File: src/rtl/alu_muldiv_ctrl.sv
// EX-stage ALU control decode plus iterative multiply/divide engine with HI/LO.
// Latency: decode combinational; MULT/DIV write HI/LO WIDTH+1 cycles after accept, divide-by-zero after 1.
// Backpressure: stall is raised for any md op while the engine is busy; nothing md-related is accepted then.
module alu_muldiv_ctrl #(
  parameter int WIDTH = 32,
  parameter int CNT_W = 6
) (
  input  logic             clk,
  input  logic             rst_n,
  input  logic             valid_in,
  input  logic [1:0]       ALUOp,
  input  logic [5:0]       Funct,
  input  logic [WIDTH-1:0] src_a,
  input  logic [WIDTH-1:0] src_b,
  output logic [3:0]       alu_control,
  output logic [WIDTH-1:0] md_result,
  output logic             stall,
  output logic             md_busy,
  output logic             md_done,
  output logic             div_by_zero
);

  localparam logic [5:0] F_MFHI = 6'b010000;
  localparam logic [5:0] F_MTHI = 6'b010001;
  localparam logic [5:0] F_MFLO = 6'b010010;
  localparam logic [5:0] F_MTLO = 6'b010011;

  typedef enum logic [1:0] {IDLE, MUL, DIV, FIX} state_t;

  state_t           state, state_nxt;
  logic [WIDTH-1:0] hi, lo;
  logic [WIDTH-1:0] acc_hi, acc_lo, opnd_b;
  logic [CNT_W-1:0] cnt;
  logic             neg_res, neg_rem, op_div;

  logic             md_op, accept, start_mul, start_div, b_zero, last_iter;
  logic             a_neg, b_neg, div_ok;
  logic [WIDTH-1:0] a_mag, b_mag;
  logic [WIDTH:0]   mul_sum, div_shift, div_trial;
  logic [2*WIDTH-1:0] prod, prod_fix;

  // md-op classification: 0100xx are HI/LO moves, 0110xx are MULT/MULTU/DIV/DIVU
  assign md_op     = valid_in && (ALUOp == 2'b10) && !Funct[2] &&
                     ((Funct[5:3] == 3'b010) || (Funct[5:3] == 3'b011));
  assign md_busy   = (state != IDLE);
  assign stall     = md_op && (md_busy || (state != IDLE));
  assign accept    = md_op && !stall;
  assign start_mul = accept && (Funct[5:1] == 5'b01100);
  assign start_div = accept && (Funct[5:1] == 5'b01101);
  assign b_zero    = (src_b == '0);
  assign last_iter = (cnt == CNT_W'(WIDTH - 1));

  // Signed forms have Funct[0]=0; most-negative negates to itself, which is its unsigned magnitude
  assign a_neg = !Funct[0] && src_a[WIDTH-1];
  assign b_neg = !Funct[0] && src_b[WIDTH-1];
  assign a_mag = a_neg ? -src_a : src_a;
  assign b_mag = b_neg ? -src_b : src_b;

  // One iteration step: shift-add for multiply, restoring subtract for divide
  assign mul_sum   = {1'b0, acc_hi} + (acc_lo[0] ? {1'b0, opnd_b} : '0);
  assign div_shift = {acc_hi, acc_lo[WIDTH-1]};
  assign div_trial = div_shift - {1'b0, opnd_b};
  assign div_ok    = !div_trial[WIDTH];
  assign prod      = {acc_hi, acc_lo};
  assign prod_fix  = neg_res ? -prod : prod;

  // ALU control decode, independent of engine state
  always_comb begin
    alu_control = 4'b1111;
    case (ALUOp)
      2'b00: alu_control = 4'b0010;
      2'b01: alu_control = 4'b0110;
      2'b10: begin
        case (Funct)
          6'b100000, 6'b100001: alu_control = 4'b0010;
          6'b100010, 6'b100011: alu_control = 4'b0110;
          6'b100100: alu_control = 4'b0000;
          6'b100101: alu_control = 4'b0001;
          6'b100110: alu_control = 4'b0011;
          6'b100111: alu_control = 4'b1100;
          6'b101010: alu_control = 4'b0111;
          6'b101011: alu_control = 4'b1000;
          6'b000000: alu_control = 4'b0100;
          6'b000010: alu_control = 4'b0101;
          6'b000011: alu_control = 4'b1001;
          6'b000100: alu_control = 4'b1010;
          6'b000110: alu_control = 4'b1011;
          6'b000111: alu_control = 4'b1101;
          default:   alu_control = 4'b1111;
        endcase
      end
      default: begin
        case (Funct)
          6'b001000, 6'b001001: alu_control = 4'b0010;
          6'b001010: alu_control = 4'b0111;
          6'b001011: alu_control = 4'b1000;
          6'b001100: alu_control = 4'b0000;
          6'b001101: alu_control = 4'b0001;
          6'b001110: alu_control = 4'b0011;
          6'b001111: alu_control = 4'b1110;
          default:   alu_control = 4'b1111;
        endcase
      end
    endcase
  end

  // HI/LO read port, only driven for an MFHI/MFLO that is not stalled
  always_comb begin
    md_result = '0;
    if (accept && (Funct == F_MFHI)) md_result = hi;
    if (accept && (Funct == F_MFLO)) md_result = lo;
  end

  // Engine state register
  always_ff @(posedge clk or negedge rst_n) begin
    if (!rst_n) state <= IDLE;
    else        state <= state_nxt;
  end

  // Engine next state: divide by zero skips iteration and goes straight to FIX
  always_comb begin
    state_nxt = state;
    case (state)
      IDLE: begin
        if (start_mul)      state_nxt = MUL;
        else if (start_div) state_nxt = b_zero ? FIX : DIV;
      end
      MUL:     if (last_iter) state_nxt = FIX;
      DIV:     if (last_iter) state_nxt = FIX;
      default: state_nxt = IDLE;
    endcase
  end

  // Datapath: operand capture on accept, iteration, sign fix-up and HI/LO write
  always_ff @(posedge clk or negedge rst_n) begin
    if (!rst_n) begin
      hi          <= '0;
      lo          <= '0;
      acc_hi      <= '0;
      acc_lo      <= '0;
      opnd_b      <= '0;
      cnt         <= '0;
      neg_res     <= 1'b0;
      neg_rem     <= 1'b0;
      op_div      <= 1'b0;
      md_done     <= 1'b0;
      div_by_zero <= 1'b0;
    end else begin
      md_done <= (state == FIX);
      if (accept && (Funct == F_MTHI)) hi <= src_a;
      if (accept && (Funct == F_MTLO)) lo <= src_a;
      if (start_mul || start_div) begin
        acc_hi      <= '0;
        // a zero divisor keeps the raw dividend so it can be returned in HI
        acc_lo      <= (start_div && b_zero) ? src_a : a_mag;
        opnd_b      <= b_mag;
        cnt         <= '0;
        neg_res     <= a_neg ^ b_neg;
        neg_rem     <= a_neg;
        op_div      <= start_div;
        div_by_zero <= start_div && b_zero;
      end
      case (state)
        MUL: begin
          {acc_hi, acc_lo} <= {mul_sum, acc_lo[WIDTH-1:1]};
          cnt              <= cnt + 1'b1;
        end
        DIV: begin
          acc_hi <= div_ok ? div_trial[WIDTH-1:0] : div_shift[WIDTH-1:0];
          acc_lo <= {acc_lo[WIDTH-2:0], div_ok};
          cnt    <= cnt + 1'b1;
        end
        FIX: begin
          if (!op_div) begin
            {hi, lo} <= prod_fix;
          end else if (div_by_zero) begin
            hi <= acc_lo;
            lo <= '1;
          end else begin
            lo <= neg_res ? -acc_lo : acc_lo;
            hi <= neg_rem ? -acc_hi : acc_hi;
          end
        end
        default: ;
      endcase
    end
  end

endmodule
File: config.mk
export PLATFORM = sky130hd
export DESIGN_NAME = alu_muldiv_ctrl
export DESIGN_NICKNAME = d
export VERILOG_FILES = /design/src/rtl/alu_muldiv_ctrl.sv
export SDC_FILE = /design/constraint.sdc
export NUM_CORES = 1
export LEC_CHECK = 0
export ABC_CLOCK_PERIOD_IN_PS = 5000
export CORE_MARGIN = 2
export CORE_UTILIZATION = 52
export CTS_BUF_LIST = sky130_fd_sc_hd__clkbuf_4
export CTS_CLUSTER_DIAMETER = 50
export DETAILED_ROUTE_END_ITERATION = 10
export PLACE_DENSITY = 0.72
export SYNTH_ARGS = -nofsm -noshare
export SYNTH_HDL_FRONTEND = slang
export SYNTH_SLANG_ARGS = --single-unit
File: constraint.sdc
create_clock -name clk -period 5 [get_ports clk]
set_input_delay 1 -clock clk [delete_from_list [all_inputs] [get_ports clk]]
set_output_delay 1 -clock clk [all_outputs]
set_load 0.02 [all_outputs]
# Word level (Yosys, flattened, before mapping)
# Memory sizes are Yosys's and may differ from the RTL's.
# Index checks and enable logic that the tools add are counted.
# word_totals
mem_bits_ro,320
in_bits,75
output_inout_bits,40
reg_bits,173
mem_count,2
# mem_list
name,words,word_bits,rd,rd_ports_with_merged_regs,write_ports,line_no,rtl
(name not given),64,4,1,0,0,74,case (Funct)
(name not given),16,4,1,0,0,93,case (Funct)
# op_classes
n_reduce_logical,31
n_mux,31
n_eq_ne,16
bitwise_logic,1
add_sub_neg,8
# ops
cell,n
32-bit two-way mux,19
32-bit negation,4
32-bit case mux with 2 select lines,2
64-bit two-way mux,1
64-bit negation,1
32-bit by 32-bit adder with 33-bit output,1
33-bit by 32-bit subtractor with 33-bit output,1
32-bit logical NOT,1
6-bit by 5-bit equality test with 1-bit output (second input constant),5
1-bit logical AND,14
6-bit two-way mux,2
4-bit case mux with 3 select lines,1
5-bit by 4-bit equality test with 1-bit output (second input constant),2
2-bit nonzero test,4
6-bit by 1-bit adder with 6-bit output (second input constant),1
2-bit equality test (second input constant),3
3-bit by 2-bit equality test with 1-bit output (second input constant),2
2-bit logical NOT,3
2-bit two-way mux,3
2-bit by 1-bit equality test with 1-bit output (second input constant),2
1-bit logical NOT,4
4-bit two-way mux,1
2-bit case mux with 2 select lines,1
3-bit inequality test (second input constant),1
other kinds (7),8

# Longest topological paths before layout
# Gate-level depths: netlist of the first run.
# logic_depth
word_depth,12
mapped_depth,14
depth_no_buf,12

# Least setup slack after synthesis of the first run
# No wires, ideal clock.
# synth_path
kind,in2out
from,in ALUOp[0]
to,out md_result[10]
cell_stages,9
t_arrival_ps,2702
required_time_ps,4000
slack_ps,1298
cell_sequence,clkbuf_1 nor4bb_1 and3_1 nand2_1 nor2_1 and3_1 clkbuf_1 clkbuf_1 a22o_1
# synth_between
elab_chain_len,10
word_cells_on_any_way,11
classes_between,eq/ne (1); mux (2); reduce/logical (8)
# synth_rtl
element,line_no,rtl
"start, declared",11,"input logic [1:0] ALUOp,"
2-bit equality test *,43,assign md_op = valid_in && (ALUOp == 2'b10) && !Funct[2] &&
1-bit logical AND * (3 in a row),43,
1-bit logical AND,46,assign stall = md_op && (md_busy || (state != IDLE));
1-bit logical NOT,47,assign accept = md_op && !stall;
1-bit logical AND *,47,
1-bit logical AND,110,if (accept && (Funct == F_MFHI)) md_result = hi;
32-bit two-way mux,110,
32-bit two-way mux *,111,if (accept && (Funct == F_MFLO)) md_result = lo;
"end, declared",16,"output logic [WIDTH-1:0] md_result,"
# Every way passes the cells marked *; elsewhere a longest branch is shown, timed or not.

# Worst setup path in the final report of the first run
# layout_path
from,in ALUOp[0]
to,out md_result[30]
# The elaborated chain is that of the path after synthesis.

==> reports/metrics.sh, run 1 <==
DRT-INITIAL-DRC-COUNT=1534
CRIT-REG2REG-CAPTURE='acc_hi[15]'
POSTSYNTHNETCOUNT=2194
AVGROUTEDWIREPERCELL_UM=21.5
FINAL_STANDARD_CELL_AREA_WITHOUT_FILLERS_UM2=17800
GRT.TOTAL_USAGE_PCT=32.3
YOSYS_WARNINGS=0
RRSETUPSLACK_PS=880
H_TREE_LEVELS=4
MIN-DELAY-PATH-CLASS='in -> async'
PLACED_CELL_AREA_UM2=17500
RELSLEWSLACK_PCT=17.9
STARTPOINT_TYPE='input pin'
CTS_NUM_SINKS=173
IO_BUFFERS=114
GP_CONGESTION=0.912
FIRST_PASS_GRT_WIRE_LENGTH_MM=84.6
MIN_PERIOD_PS=4720
SYNTH-ASYNC-RESET-RATIO_PCT=100
TIMING_WORST_SETUP_PATH_TYPE='in -> out'
CLOCK-SKEW-FINAL_PS=27.8
SETUP_VIOL=0
FILLERS=2824
WORSTREGTOREGCELLS=12
WORSTPATHREQUIRED_PS=4000
TOP_LEVEL_PORTS=115
TRITONCTS='done'
TOTAL_VIAS_IN_THE_FINAL_ROUTE=16200
GRT_START_MAX_NET_PINS=110
YS_FF_LATCH=173
CORE_UM2=30500
POST-LAYOUT-TOTAL-POWER_W=0.00978
SYNTH.AVG_CELL_AREA_UM2=7.90
ROUTER_ITERATIONS_BEFORE_ANTENNA_REPAIR=8
END_KIND='primary output'
GRT_PASS1_VIAS=15300
AVGVIACOUNTPERCELL=6.53
PLACE.DETAILED.HPWL_MM=39.3
WORST-PATH-MAX-FANOUT=32
POST_SYNTH_INST_COUNT=2038
SETUP_REPAIR_AFTER_GLOBAL_ROUTING_MISSED_ITS_MARGIN='false'
PEAKVDDDROP_mV=0.256
WIRELENGTH_MM=53.2
DETAIL-ROUTE-ANTENNA-NETS=0
GLOBALROUTEOVERFLOWTOTAL=0
FINAL.PERIOD_UTILIZATION_PCT=94.3
FINISH.NET_COUNT=2221
DESIGN.DIE.AREA_UM2=32400
WORST_SKEW_PAIR.LATE_LATENCY_PS=660
CTS_HOLD_BUFFERS=0
DIE_X_UM=180
SYNTH-EDFF-COUNT=0
YS_TYPES=81
NUM_CTS_BUFFERS=17
CTS.CLK_SLEW.WORST_PATHS_PS=140
TIMING.FINAL.HOLD_VIOLATIONS=0
CTS.REPAIR.RESIZED=0
FIN_TNS_SETUP_PS=0
SYN-CELL-AREA_UM2=16100
TIMING.MAX_CAP.VIOLATIONS=0
POWER_LEAKAGE_nW=7.72
DETAIL_ROUTE.DRC_VIOLATIONS=0
TIMING.CRITICAL_PATH.ARRIVAL_PS=3720
FLOORPLAN.DIE.HEIGHT_UM=180
CTS-ROOT-BUF='sky130_fd_sc_hd__clkbuf_4'
INITIAL_CORE_UTIL_PCT=52.8
MAXSLEWVIOLCOUNT=0
SYNTH_SEQUENTIAL_AREA_RATIO_PCT=26.9
YOSYS_MOST_USED_DFF='sky130_fd_sc_hd__dfrtp_1'
ANTENNA_FOUND_INITIAL=1
POSTCTSSETUPREPAIRBUFS=0
NUM_ROWS=64
REGTOREGSTARTPOINT='acc_hi[4]'
CTS_MAX_PATH_BUFFERS=2
CLOCK.FMAX_GHz=0.212
POST_ROUTE_CELLS_DRIVE_ABOVE_1_SHARE_PCT=5.83
P_PER_AREA_nW_PER_UM2=548
RUN_STATUS='completed'
WORSTMARGINPINSLEW_PS=1230
AREA_GROWTH_SYN_TO_LAYOUT_PCT=10.8
==> state kept, by name, indices dropped and copies added, names as in the netlist <==
signal       cells
acc_hi          32
acc_lo          32
hi              32
lo              32
opnd_b          32
cnt              6
state            2
div_by_zero      1
md_done          1
neg_rem          1
neg_res          1
op_div           1
==> cells by family (layout without fill, tap and decap cells) <==
| kind of cell | count (synthesis) | after routing | synth area share [%] |
|---|---|---|---|
| buffers and inverters | 220 | 258 | 5.34 |
| and+or+nand+nor | 625 | 625 | 18.4 |
| adders and majority gates | 81 | 81 | 6.39 |
| muxes | 86 | 86 | 5.36 |
| AOI/OAI and AO/OA | 688 | 688 | 28.6 |
| other | 0 | 1 | 0 |
| DFF | 173 | 173 | 26.9 |
| xor gates and xnor gates | 165 | 165 | 8.98 |
==> power breakdown <==
| group | switching (W) | internal [W] | total, W |
|---|---|---|---|
| logic | 0.00376 | 0.00236 | 0.00612 |
| registers | 0.000792 | 0.00193 | 0.00272 |
| clock network | 0.000538 | 0.000393 | 0.000931 |
| total | 0.00509 | 0.00469 | 0.00978 |
==> metal layers <==
layer,global-route usage (%),wire length (µm),share of wire (%)
met1,43.4,22900,43
met2,52.7,24500,46
met3,4.25,3860,7.3
met4,13.1,1900,3.6
met5,0,0,0
==> worst max-delay path by stage <==
stage / start / to / slack [ps] / depth (start not counted)
CTS: ALUOp[0] / md_result[30] / 270 / 9
global placement: ALUOp[0] / md_result[30] / 420 / 9
floorplan: ALUOp[0] / md_result[10] / 1300 / 9
detailed placement: ALUOp[0] / md_result[30] / 280 / 9
finish: ALUOp[0] / md_result[30] / 280 / 9
global route: ALUOp[0] / md_result[15] / 160 / 9
==> worst max-delay path: stages <==
cell and delay, ps:
sky130_fd_sc_hd__clkdlybuf4s50_1 530, sky130_fd_sc_hd__nor4bb_1 320, sky130_fd_sc_hd__and3_1 260, sky130_fd_sc_hd__nand2_1 100
sky130_fd_sc_hd__nor2_1 230, sky130_fd_sc_hd__and3_1 250, sky130_fd_sc_hd__buf_12 200, sky130_fd_sc_hd__a22o_1 170
sky130_fd_sc_hd__clkdlybuf4s50_1 610
==> cell type report <==
| class | instances | area [µm²] | share of cell area (%) |
|---|---|---|---|
| diodes | 1 | 2.50 | 0.0140 |
| clock buffers | 18 | 135 | 0.758 |
| multi-input cells | 1645 | 10900 | 61.3 |
| well taps | 396 | 495 | 2.78 |
| inverters | 71 | 267 | 1.49 |
| repair buffers | 157 | 1500 | 8.43 |
| clock inverters | 12 | 173 | 0.968 |
| flip-flops and latches | 173 | 4330 | 24.3 |
==> cells in the mapped netlist, types with 34 or more instances <==
cell type,number,area share (%)
sky130_fd_sc_hd__a22oi_1,47,2.2
sky130_fd_sc_hd__nor3_1,38,1.2
sky130_fd_sc_hd__nor2_1,178,4.2
sky130_fd_sc_hd__ha_1,79,6.1
sky130_fd_sc_hd__clkbuf_1,126,2.9
sky130_fd_sc_hd__nand2_1,229,5.3
sky130_fd_sc_hd__dfrtp_1,173,27
sky130_fd_sc_hd__o31ai_1,55,2.6
sky130_fd_sc_hd__xor2_1,82,4.5
sky130_fd_sc_hd__inv_1,70,1.6
sky130_fd_sc_hd__a21oi_1,119,3.7
sky130_fd_sc_hd__a22o_1,34,1.9
sky130_fd_sc_hd__o21ai_0,180,5.6
sky130_fd_sc_hd__mux2i_1,84,5.2
sky130_fd_sc_hd__xnor2_1,83,4.5
==> placed cells by master (no fill, tap or decap), drive strengths merged, types with 21 or more instances in the layout <==
cell type      count
inv               71
nand2            229
clkdlybuf4s50    113
a22oi             47
ha                79
a22o              34
a31oi             21
dfrtp            173
buf               44
nor3              38
xor2              82
a21oi            120
nor2             180
o21ai            193
xnor2             83
a211oi            25
o31ai             58
a221oi            34
or3               25
a21o              32
mux2i             84
nand3             27
==> per-stage QoR <==
step	hold slack [ps]	instances	utilization, %	setup slack, ps
after CTS	495	2472	58.5	270
after global placement	461	2442	57.4	421
after floorplan	450	2038	-	1300
after global routing	521	2473	58.5	155
after detailed placement	471	2442	57.4	276
final	471	2473	58.5	283
Power figures use the tool's default switching activity.
==> run 2, diff against run 1 <==
--- a/config.mk
+++ b/config.mk
@@ -11,7 +11,8 @@
 export CTS_BUF_LIST = sky130_fd_sc_hd__clkbuf_4
 export CTS_CLUSTER_DIAMETER = 50
 export DETAILED_ROUTE_END_ITERATION = 10
-export PLACE_DENSITY = 0.72
+export DONT_BUFFER_PORTS = 1
+export PLACE_DENSITY = 0.67
 export SYNTH_ARGS = -nofsm -noshare
 export SYNTH_HDL_FRONTEND = slang
 export SYNTH_SLANG_ARGS = --single-unit
==> run 2 against run 1 <==
Effect of this change: register-to-register slack improved by 70 ps; worst setup slack improved by 670 ps; combinational power fell by 2%; critical path type is now reg -> reg; global-route usage rose by 1.3 points; routed wire length rose by 3.6%; critical endpoint is now acc_hi[31]; via count fell by 2.3%; largest cell class unchanged; clock power barely moved.
==> reports/metrics.sh, run 2 (same netlist as run 1, synthesis figures left out) <==
CTS_NUM_SINKS=173  # unchanged
WORST_SKEW_PAIR.LATE_LATENCY_PS=650  # about the same
TOTAL_VIAS_IN_THE_FINAL_ROUTE=15800  # -2.3%
END_KIND='flop'
CLOCK-SKEW-FINAL_PS=23.0  # -4.81 ps
CTS_MAX_PATH_BUFFERS=2  # unchanged
FIRST_PASS_GRT_WIRE_LENGTH_MM=86.7  # +2.5%
TIMING.MAX_CAP.VIOLATIONS=0  # unchanged
FLOORPLAN.DIE.HEIGHT_UM=180  # unchanged
SETUP_VIOL=0  # unchanged
PEAKVDDDROP_mV=0.332  # +30%
WORSTMARGINPINSLEW_PS=1100  # -130 ps
CRITPATHLAUNCH='acc_lo[0]'
CTS.CLK_SLEW.WORST_PATHS_PS=150  # about the same
ANTENNA_FOUND_INITIAL=1  # unchanged
AVGVIACOUNTPERCELL=6.66  # +1.9%
WORSTREGTOREGCELLS=13  # +1
P_PER_AREA_nW_PER_UM2=573  # +4.6%
AVGROUTEDWIREPERCELL_UM=23.2  # +8.0%
NUM_CTS_BUFFERS=17  # unchanged
PLACE.DETAILED.HPWL_MM=38.5  # -2.1%
WORST-PATH-MAX-FANOUT=16  # -50%
REGTOREGSTARTPOINT='acc_lo[0]'
WORSTPATHREQUIRED_PS=5510  # +1510 ps
GP_CONGESTION=0.950  # +4.1%
MAXSLEWVIOLCOUNT=0  # unchanged
DIE_X_UM=180  # unchanged
STARTPOINT_TYPE='flop'
H_TREE_LEVELS=4  # unchanged
CLOCK.FMAX_GHz=0.247  # +17%
TIMING.CRITICAL_PATH.ARRIVAL_PS=4550  # +830 ps
DESIGN.DIE.AREA_UM2=32400  # unchanged
INITIAL_CORE_UTIL_PCT=52.8  # unchanged
MOST_COMMON_CELL_AFTER_LAYOUT_FILL_AND_TAPS_ASIDE='sky130_fd_sc_hd__nand2_1'
CRIT_END='acc_hi[31]'
MIN_PERIOD_PS=4050  # -670 ps
POST_ROUTE_CELLS_DRIVE_ABOVE_1_SHARE_PCT=5.58  # -0.25 points
CORE_UM2=30500  # unchanged
FINISH.NET_COUNT=2116  # -4.7%
POSTCTSSETUPREPAIRBUFS=0  # unchanged
FILLERS=2900  # +2.7%
GRT_PASS1_VIAS=15000  # -2.0%
AREA_GROWTH_SYN_TO_LAYOUT_PCT=4.31
MIN-DELAY-PATH-CLASS='in -> async'
FINAL.PERIOD_UTILIZATION_PCT=80.9  # -13 points
CRIT-REG2REG-CAPTURE='acc_hi[31]'
GLOBALROUTEOVERFLOWTOTAL=0  # unchanged
GRT.TOTAL_USAGE_PCT=33.6  # +1.3 points
POWER_LEAKAGE_nW=7.33  # -5.1%
DRT-INITIAL-DRC-COUNT=1457  # -5.0%
SETUP_REPAIR_AFTER_GLOBAL_ROUTING_MISSED_ITS_MARGIN='false'
FIN_TNS_SETUP_PS=0  # unchanged
RRSETUPSLACK_PS=950  # +70 ps
IO_BUFFERS=0  # -100%
TIMING_WORST_SETUP_PATH_TYPE='reg -> reg'
ROUTER_ITERATIONS_BEFORE_ANTENNA_REPAIR=8  # unchanged
NUM_ROWS=64  # unchanged
FINALCOREUTILIZATION_PCT=55.0  # -3.4 points
TOP_LEVEL_PORTS=115  # unchanged
GRT_START_MAX_NET_PINS=87  # -21%
DETAIL_ROUTE.DRC_VIOLATIONS=0  # unchanged
RUN_STATUS='completed'
WIRELENGTH_MM=55.1  # +3.6%
TRITONCTS='done'
FINAL_CELL_MIX='227 x sky130_fd_sc_hd__nand2_1, 180 x sky130_fd_sc_hd__o21ai_0, 177 x sky130_fd_sc_hd__nor2_1'
CTS-ROOT-BUF='sky130_fd_sc_hd__clkbuf_4'
RELSLEWSLACK_PCT=26.5  # +8.6 points
TIMING.FINAL.HOLD_VIOLATIONS=0  # unchanged
DETAIL-ROUTE-ANTENNA-NETS=0  # unchanged
-- run 2: changes by cell type in the layout (fill, tap and decap cells not counted), sizes merged --
cell | previous run | this run
buf | 44 | 36
clkbuf | 18 | 17
clkdlybuf4s50 | 113 | 0
clkinv | 5 | 9
clkinvlp | 3 | 1
diode | 1 | 2
dlygate4sd3 | 0 | 16
inv | 71 | 72
-- run 2: worst min-delay path by stage --
stage,depth (start not counted),from,endpoint
2_1_floorplan,2,opnd_b[10],opnd_b[10]
3_3_place_gp,2,opnd_b[19],opnd_b[19]
3_5_place_dp,2,opnd_b[11],opnd_b[11]
4_1_cts,0,rst_n,lo[14]
5_1_grt,0,rst_n,hi[30]
6_report,0,rst_n,lo[24]
-- run 2: where the power goes --
group	switching [W]	internal [W]
clock	0.000542	0.000386
combinational	0.00372	0.00228
sequential	0.000767	0.00193
total	0.00502	0.00460
-- run 2: per-stage QoR --
stage / area (µm²) / setup WS, ps / power, W / std cells / hold WS, ps
3_5_place_dp: 16300 / 929 / 0.00853 / 2320 / 471
5_1_grt: 16800 / 662 / 0.0103 / 2370 / 5.24
2_1_floorplan: 16100 / 1300 / 0.00693 / 2038 / 450
4_1_cts: 16800 / 1010 / 0.00951 / 2367 / 0.648
6_report: 16800 / 953 / 0.00962 / 2371 / 57.7
3_3_place_gp: 16300 / 905 / 0.00843 / 2320 / 462
-- run 2: worst max-delay path, stage by stage (launching register included) --
cell and delay [ps]:
sky130_fd_sc_hd__dfrtp_1 500, sky130_fd_sc_hd__inv_1 310, sky130_fd_sc_hd__buf_4 280, sky130_fd_sc_hd__nor2_1 70
sky130_fd_sc_hd__ha_1 360, sky130_fd_sc_hd__a2111oi_0 490, sky130_fd_sc_hd__o21ai_0 180, sky130_fd_sc_hd__a21oi_1 280
sky130_fd_sc_hd__a21oi_1 250, sky130_fd_sc_hd__o31a_1 360, sky130_fd_sc_hd__a31oi_1 340, sky130_fd_sc_hd__o21ai_0 170
sky130_fd_sc_hd__a22oi_1 170, sky130_fd_sc_hd__o221ai_1 140
-- run 2: layout make-up --
type | count | area [µm²] | area share, %
sequential | 173 | 4330 | 25.8
inverter | 71 | 267 | 1.59
timing repair buffer | 52 | 455 | 2.71
clock inverter | 15 | 176 | 1.05
multi-input combinational | 1645 | 10900 | 65.1
tap | 396 | 495 | 2.95
clock buffer | 17 | 128 | 0.760
antenna | 2 | 5.00 | 0.0298
-- run 2: routing by layer --
metal / global-route usage, % / wire [µm] / up-vias
li1: - / - / 7324
met1: 44.9 / 23400 / 7542
met2: 55.2 / 25500 / 804
met3: 4.98 / 4450 / 113
met4: 12.6 / 1790 / 0
met5: 0 / 0 / -
-- run 2: repair_timing --
action / CTS / global route
endpoints found under the hold margin: 26 / 7
gates resized for setup: 0 / 0
hold buffers: 15 / 2
